### config.mk
export PLATFORM = sky130hd
export DESIGN_NAME = stepper_dispense_seq
export DESIGN_NICKNAME = d
export VERILOG_FILES = /design/src/rtl/stepper_dispense_seq.sv
export SDC_FILE = /design/constraint.sdc
export NUM_CORES = 1
export LEC_CHECK = 0
export BUFFER_PORTS_ARGS = -buffer_cell sky130_fd_sc_hd__buf_2
export CORE_MARGIN = 2
export CORE_UTILIZATION = 44
export DETAILED_ROUTE_END_ITERATION = 7
export PLACE_DENSITY = 0.66
export SETUP_SLACK_MARGIN = 0.3
export SLEW_MARGIN = 10
export SYNTH_ARGS = -nofsm -noshare
export SYNTH_HDL_FRONTEND = slang
export SYNTH_SLANG_ARGS = --single-unit
### constraint.sdc
create_clock -name clk -period 8.14 [get_ports clk]
set_input_delay 0.407 -clock clk [delete_from_list [all_inputs] [get_ports clk]]
set_output_delay 0.407 -clock clk [all_outputs]
set_load 0.005 [all_outputs]
### src/rtl/stepper_dispense_seq.sv
// stepper_dispense_seq
//   Multi-channel stepper-motor dispense sequencer. Channels are served one at
//   a time. Each channel runs rounds[i] forward/reverse strokes of DEPTH steps
//   and is followed by a MOVE-tick idle gap. All motion advances on an
//   internal tick that fires once every STEP_DIV clock cycles.
//
//   Ports
//     clk        system clock
//     rst        asynchronous active-low reset
//     start      request a run (accepted only in IDLE when abort=0)
//     abort      cancel the run; the coils drop on the next edge
//     half_step  drive mode, latched on start (0 full-step, 1 half-step)
//     rounds     per-channel round counts, channel i at [i*CNT_W +: CNT_W]
//     busy       high while a run is in progress
//     done       one-cycle pulse on normal completion
//     cur_ch     channel being served
//     state_o    FSM state (0 IDLE, 1 DROP, 2 MOVE)
//     coils      coil pattern, channel i at [i*4 +: 4]
module stepper_dispense_seq #(
    parameter int N_CH     = 3,
    parameter int CNT_W    = 10,
    parameter int STEP_DIV = 524288,
    parameter int DEPTH    = 8,
    parameter int MOVE     = 3,
    localparam int CH_W    = (N_CH > 1) ? $clog2(N_CH) : 1
) (
    input  logic                    clk,
    input  logic                    rst,
    input  logic                    start,
    input  logic                    abort,
    input  logic                    half_step,
    input  logic [N_CH*CNT_W-1:0]   rounds,
    output logic                    busy,
    output logic                    done,
    output logic [CH_W-1:0]         cur_ch,
    output logic [1:0]              state_o,
    output logic [N_CH*4-1:0]       coils
);

    localparam int PW = $clog2(STEP_DIV);
    localparam int SW = $clog2(2 * DEPTH);
    localparam int GW = (MOVE > 1) ? $clog2(MOVE) : 1;

    typedef enum logic [1:0] {
        S_IDLE = 2'd0,
        S_DROP = 2'd1,
        S_MOVE = 2'd2
    } state_t;

    state_t                      state_q, state_d;
    logic [PW-1:0]               presc_q, presc_d;
    logic [SW-1:0]               s_q, s_d;
    logic [2:0]                  p_q, p_d;
    logic [CNT_W-1:0]            round_q, round_d, round_inc;
    logic [GW-1:0]               gap_q, gap_d;
    logic [N_CH-1:0][CNT_W-1:0]  rounds_q, rounds_d;
    logic                        half_q, half_d;
    logic                        busy_q, busy_d;
    logic                        done_q, done_d;
    logic [CH_W-1:0]             cur_ch_q, cur_ch_d, nxt_ch;
    logic [N_CH*4-1:0]           coils_q, coils_d;
    logic                        tick;

    function automatic logic [3:0] phase_pattern(input logic [2:0] p, input logic hs);
        if (!hs) return 4'b0001 << p[1:0];
        case (p)
            3'd0:    return 4'b0001;
            3'd1:    return 4'b0011;
            3'd2:    return 4'b0010;
            3'd3:    return 4'b0110;
            3'd4:    return 4'b0100;
            3'd5:    return 4'b1100;
            3'd6:    return 4'b1000;
            default: return 4'b1001;
        endcase
    endfunction

    // Full-step uses a 4-entry table, so bit 2 is forced low to wrap mod 4.
    function automatic logic [2:0] phase_step(input logic [2:0] p, input logic hs,
                                              input logic fwd);
        logic [2:0] n;
        n = fwd ? p + 3'd1 : p - 3'd1;
        if (!hs) n[2] = 1'b0;
        return n;
    endfunction

    always_comb begin
        state_d   = state_q;
        s_d       = s_q;
        p_d       = p_q;
        round_d   = round_q;
        gap_d     = gap_q;
        rounds_d  = rounds_q;
        half_d    = half_q;
        busy_d    = busy_q;
        done_d    = 1'b0;
        cur_ch_d  = cur_ch_q;
        coils_d   = '0;
        tick      = (presc_q == PW'(STEP_DIV - 1));
        presc_d   = tick ? '0 : presc_q + 1'b1;
        round_inc = round_q + 1'b1;
        nxt_ch    = cur_ch_q + 1'b1;

        case (state_q)
            S_IDLE: begin
                if (start && !abort) begin
                    rounds_d = rounds;
                    half_d   = half_step;
                    cur_ch_d = '0;
                    presc_d  = '0;
                    busy_d   = 1'b1;
                    s_d      = '0;
                    p_d      = '0;
                    round_d  = '0;
                    gap_d    = '0;
                    state_d  = (rounds[CNT_W-1:0] != '0) ? S_DROP : S_MOVE;
                end
            end
            S_DROP: begin
                if (abort) begin
                    state_d  = S_IDLE;
                    busy_d   = 1'b0;
                    cur_ch_d = '0;
                    s_d      = '0;
                    p_d      = '0;
                    round_d  = '0;
                    gap_d    = '0;
                end else if (tick) begin
                    // First half of the stroke steps forward, second half back.
                    p_d = phase_step(p_q, half_q, s_q < SW'(DEPTH));
                    if (s_q == SW'(2 * DEPTH - 1)) begin
                        s_d = '0;
                        if (round_inc == rounds_q[cur_ch_q]) begin
                            round_d = '0;
                            gap_d   = '0;
                            state_d = S_MOVE;
                        end else begin
                            round_d = round_inc;
                        end
                    end else begin
                        s_d = s_q + 1'b1;
                    end
                end
            end
            S_MOVE: begin
                if (abort) begin
                    state_d  = S_IDLE;
                    busy_d   = 1'b0;
                    cur_ch_d = '0;
                    s_d      = '0;
                    p_d      = '0;
                    round_d  = '0;
                    gap_d    = '0;
                end else if (tick) begin
                    if (gap_q == GW'(MOVE - 1)) begin
                        gap_d = '0;
                        if (cur_ch_q == CH_W'(N_CH - 1)) begin
                            state_d = S_IDLE;
                            busy_d  = 1'b0;
                            done_d  = 1'b1;
                        end else begin
                            cur_ch_d = nxt_ch;
                            s_d      = '0;
                            p_d      = '0;
                            state_d  = (rounds_q[nxt_ch] != '0) ? S_DROP : S_MOVE;
                        end
                    end else begin
                        gap_d = gap_q + 1'b1;
                    end
                end
            end
            default: begin
                state_d = S_IDLE;
                busy_d  = 1'b0;
            end
        endcase

        // Coils are registered from the next state so they switch on the same
        // edge as the state/phase that selects them.
        for (int i = 0; i < N_CH; i++) begin
            if (state_d == S_DROP && cur_ch_d == CH_W'(i))
                coils_d[i*4 +: 4] = phase_pattern(p_d, half_d);
        end
    end

    always_ff @(posedge clk or negedge rst) begin
        if (!rst) begin
            state_q  <= S_IDLE;
            presc_q  <= '0;
            s_q      <= '0;
            p_q      <= '0;
            round_q  <= '0;
            gap_q    <= '0;
            rounds_q <= '0;
            half_q   <= 1'b0;
            busy_q   <= 1'b0;
            done_q   <= 1'b0;
            cur_ch_q <= '0;
            coils_q  <= '0;
        end else begin
            state_q  <= state_d;
            presc_q  <= presc_d;
            s_q      <= s_d;
            p_q      <= p_d;
            round_q  <= round_d;
            gap_q    <= gap_d;
            rounds_q <= rounds_d;
            half_q   <= half_d;
            busy_q   <= busy_d;
            done_q   <= done_d;
            cur_ch_q <= cur_ch_d;
            coils_q  <= coils_d;
        end
    end

    assign busy    = busy_q;
    assign done    = done_q;
    assign cur_ch  = cur_ch_q;
    assign state_o = state_q;
    assign coils   = coils_q;

endmodule

======== Word level (Yosys, flattened, before mapping) ========
Index checks and enable logic that the tools add are counted.
Widths: inputs -> output; s select.
operators by class
  reductions and logical operators ........ 16
  div/mod/pow operators ................... 0
  $mul .................................... 0
  magnitude comparators ................... 3
  mux-type cells .......................... 87
  add/subtract/negate cells ............... 7
  bitwise operators ....................... 0
  shift operators ......................... 1
  equality and inequality tests ........... 26
operators by type and width
  operator               count
  $mux 10                8
  $mux 4                 15
  $mux 19                3
  $mux 2                 25
  $bmux 10 s2            2
  $pmux 10 s3            1
  $pmux 4 s7             1
  $mux 3                 8
  $ne 3x3->1 const B     7
  $reduce_bool 10->1     2
  $add 19x1->19 const B  1
  $eq 19x19->1 const B   1
  $mux 1                 18
  $pmux 2 s3             3
  $pmux 4 s3             1
  $reduce_and 6->1       2
  $add 10x1->10 const B  1
  $eq 10x10->1           1
  $reduce_and 5->1       2
  $eq 3x3->1 const B     3
  $pmux 3 s3             1
  $eq 2x2->1 const B     4
  $eq 2x1->1 const B     3
  $eq 3x2->1 const B     2
  other kinds (17)       25
storage, ports and cells
  bits of input ports ..................... 35
  bits in latches ......................... 0
  flip-flop bits (word level) ............. 87
  logic and storage cells ................. 154
  memories ................................ 0
  bits in read-only memories .............. 0
  memory bits (writable) .................. 0
  output and inout port bits .............. 18

======== Longest topological paths before layout ========
  depth after elaboration ................. 15
  gate-level depth with buffers ........... 13
  mapped depth without buffers ............ 11

======== Least setup slack after synthesis ========
No wires, ideal clock.
  path kind ............................... flip-flop to flip-flop
  from .................................... register cur_ch_q[0], in the netlist cur_ch[0]
  to ...................................... register coils_q[10], in the netlist coils[10]
  required time ........................... 8.054 ns
  path buffers ............................ 2
  period minus slack after synthesis ...... 3.052 ns
  stages on the path, launching flop included .. 14
  data arrival time ....................... 2.966 ns
  library setup time ...................... 0.086 ns
  path slack .............................. 5.088 ns
  cell sequence ........................... dfrtp_1 buf_2 buf_2 inv_1 ha_1 or3b_2 a221oi_1 nand3_1 a21oi_1 inv_1 nor2_1 a21oi_1 mux2_2 nor3_1
on the way
  elaborated cells between the ends (all ways) .. 45
  classes of those cells .................. 1 x add/sub; 10 x eq/ne; 1 x shift; 30 x mux; 3 x reduce/logical
RTL lines
  item                                         line    RTL
  start: declaration                           60      logic [CH_W-1:0] cur_ch_q, cur_ch_d, nxt_ch;
  start signal: assignment                     211     cur_ch_q <= cur_ch_d;
  $eq 2x2->1 *                                 157     if (cur_ch_q == CH_W'(N_CH - 1)) begin
  $mux 3 *                                     157
  $mux 3 *                                     155     if (gap_q == GW'(MOVE - 1)) begin
  $mux 3 *                                     154     end else if (tick) begin
  $mux 3 *                                     146     if (abort) begin
  $pmux 3 s3 *                                 104     case (state_q)
  net p_d[0]                                   53      logic [2:0] p_q, p_d;
  $eq 3x3->1 (tied with other cells)           66      case (p)
  $pmux 4 s7 / $mux 4 (equally long branches)  66, 65
  $mux 4 *                                     66
  $mux 4 *                                     181     if (state_d == S_DROP && cur_ch_d == CH_W'(i))
  net coils_d[10]                              61      logic [N_CH*4-1:0] coils_q, coils_d;
  end signal: assignment                       212     coils_q <= coils_d;
  end: declaration                             61
The timed path passes the listed nets; every way through them passes the cells marked *. The select of a mux whose other input is x is not followed.
A chain may end at the register's enable or synchronous reset.

======== Worst setup path after layout ========
  from .................................... register cur_ch_q[0], in the netlist cur_ch[0]
  to ...................................... register coils_q[6], in the netlist coils[6]
The elaborated chain is that of the path after synthesis.

==> metrics.txt <==
Clock Pin Slew Worst Setup and Hold Paths 80 ps; most common cell after layout, fill and taps aside nand2_1; initial antenna violation count 0; via count of the first global-routing pass 3499; post-layout min period 3540 ps; Post-Place Cells 667; Finished Layout Cells 682; CTS buffer count 9; clk sinks 87; synth top area cells dfrtp_1 (48%), nand2_1 (9.6%), xnor2_1 (3.9%), nor2_1 (3.1%), nor3_1 (2.3%); syn_area_per_cell 9.09 um^2; RSZ-0062 raised after global routing false; Total GRT Usage 0.192; Final setup viols 0; WL per Instance 14.7 um; #FFs+latches synth 87; Pwr Total 0.00102 W; dominant cell type by area after synthesis dfrtp_1; DP HPWL 7110 um; Die ar. 0.0111 mm^2; I/O Buffers 52; Final ANT Viol Nets 0; Die Wd 106 um; clk_lat worst skew 360 ps; Net count, final 583; Worst Setup Start Kind flip-flop; synth-to-layout area growth 13.1%; # rows 37; depth of the CTS H-tree 3; largest net degree at the start of global routing 88; dpl ws 4640 ps; Final Hold Fails 0; diodes inserted 0; first-pass GRT wire length 17000 um; P per Cell Area 198 mW/mm^2; Mapped Area 0.00454 mm^2; VDD IR max 0.000106 V; Routed WL 9990 um; routability cong. 0.839; Worst-Margin Slew 1150 ps; Max-cap violations 0; crit path DAT 3820 ps; fin worst setup slack 4600 ps; via/cell ratio 5.33; total negative slack 0 ps; routed via count 3635; share of cells above drive strength 1 0.158; Async SR Flop Fraction 1.00; Chip Height 106 um; post-CTS setup buffers 0; drt pass-1 iters 4; Seq/Total Area, Yosys 0.480; DRC Markers 0; CTS tree done; Post-CTS Hold Fix Bufs 0; status complete, no violations; Setup Skew 11.6 ps; maximum clock insertion buffer count 2; Post-synth EDFFs 0; Root Buffer clkbuf_8; FMAX 282 MHz; final worst path period share 0.435; initial DRC count 187; Yosys top cell area share 0.480; library cells used by synthesis 57; synthesized net count 540; Yosys warning count 0; Boundary Pins 53; Hold WS 227 ps; starting density of the core 0.446; Max Slew Vio Count 0; main flop type after synthesis dfrtp_1; Critical Path Fanout Max 17; Core Footprint 0.0102 mm^2; leakage 2.36 nW; Setup CP Type reg2reg; GRT Residual Overflow 0; Crit. End Element flip-flop; Hold Crit Class in2reg; WP data required 8420 ps; Post-Synthesis Cells 499; CTS resizes 0; commonest cells after routing, fill and taps aside nand2_1 (116), dfrtp_1 (87), buf_2 (51), nor2_1 (38), nor3_1 (21); Rel. slew slack 0.230
path summary, 6_finish.rpt:
path | end | from | slack [ps] | cells past startpoint
setup / recovery | coils[6] | cur_ch[0] | 4600 | 11
hold / removal | rounds_q[20] | rounds[20] | 230 | 3
setup reg to reg | coils[6] | cur_ch[0] | 4600 | 11
hold reg to reg | presc_q[0] | presc_q[0] | 510 | 1
max in group asynchronous | coils[6] | rst | 7220 | 1
min in group asynchronous | rounds_q[15] | rst | 240 | 1
synth_stat cells (4+ instances only):
library cell  count
nor4b_1           5
ha_1              5
nand4_1           7
o2bb2ai_1         9
o21ai_0          16
a21oi_1          15
nand3_1          17
buf_2             4
nand2_1         116
nor3b_1           5
clkbuf_1         16
inv_1            11
mux2i_1          10
dfrtp_1          87
xnor2_1          20
or3_1             4
a21o_1            4
o31ai_1           4
nand2b_1          6
nor3_2            5
nor2_1           38
xor2_1           11
and3_1            6
nor4_1            8
nor3_1           21
flip-flops by register name (all words and copies together), names as in the netlist:
register and flops:
done 1, presc_q 19, state_o 2, cur_ch 2
round_q 10, coils 12, gap_q 2, half_q 1
s_q 4, rounds_q 30, p_q 3, busy 1
through the flow:
stage | area (um^2) | util
after floorplan | 4540 | -
after global placement | 4900 | 0.482
after detailed placement | 4900 | 0.482
after CTS | 5130 | 0.504
after global routing | 5130 | 0.504
final | 5130 | 0.504
critical path: stages, from the launching register on:
cell and delay [ps]:
dfrtp_1 790, inv_1 140, ha_1 260, or3b_2 470
a221oi_1 300, nand3_1 290, a21oi_1 320, inv_1 130
nor2_1 210, a21oi_1 70, mux2_2 300, nor3_1 160
cell type report:
cell class                 count  area [um^2]
clock buffer                  11          131
tap                          136          170
fill                         964         5050
sequential                    87         2180
timing repair buffer          54          278
clock inverter                 4         95.1
inverter                      11         41.3
multi-input combinational    379         2240
power breakdown:
part	total (W)	switching (W)	internal, W
combinational	0.000148	0.0000861	0.0000615
sequential	0.000518	0.0000438	0.000474
clock	0.000350	0.000148	0.000202
total	0.00102	0.000278	0.000738
metal layers:
metal,part of all wire,vias up,track usage
met2,0.48,62,0.314
met4,0.015,0,0.0573
met3,0.040,14,0.0563
met5,0,-,0
met1,0.46,1739,0.247
li1,-,1820,-
kinds of logic (layout without fill, tap and decap cells):
group                      count (synthesis)  after routing  share of synthesized area
AOI/OAI and AO/OA                         75             75                      0.112
xor gates and xnor gates                  31             31                     0.0598
DFF                                       87             87                      0.480
buffers and inverters                     33             80                     0.0284
and+or+nand+nor                          254            254                      0.272
muxes                                     13             13                     0.0295
adders and majority gates                  6              6                     0.0182
Note: power is estimated with default switching activity, not from simulation.
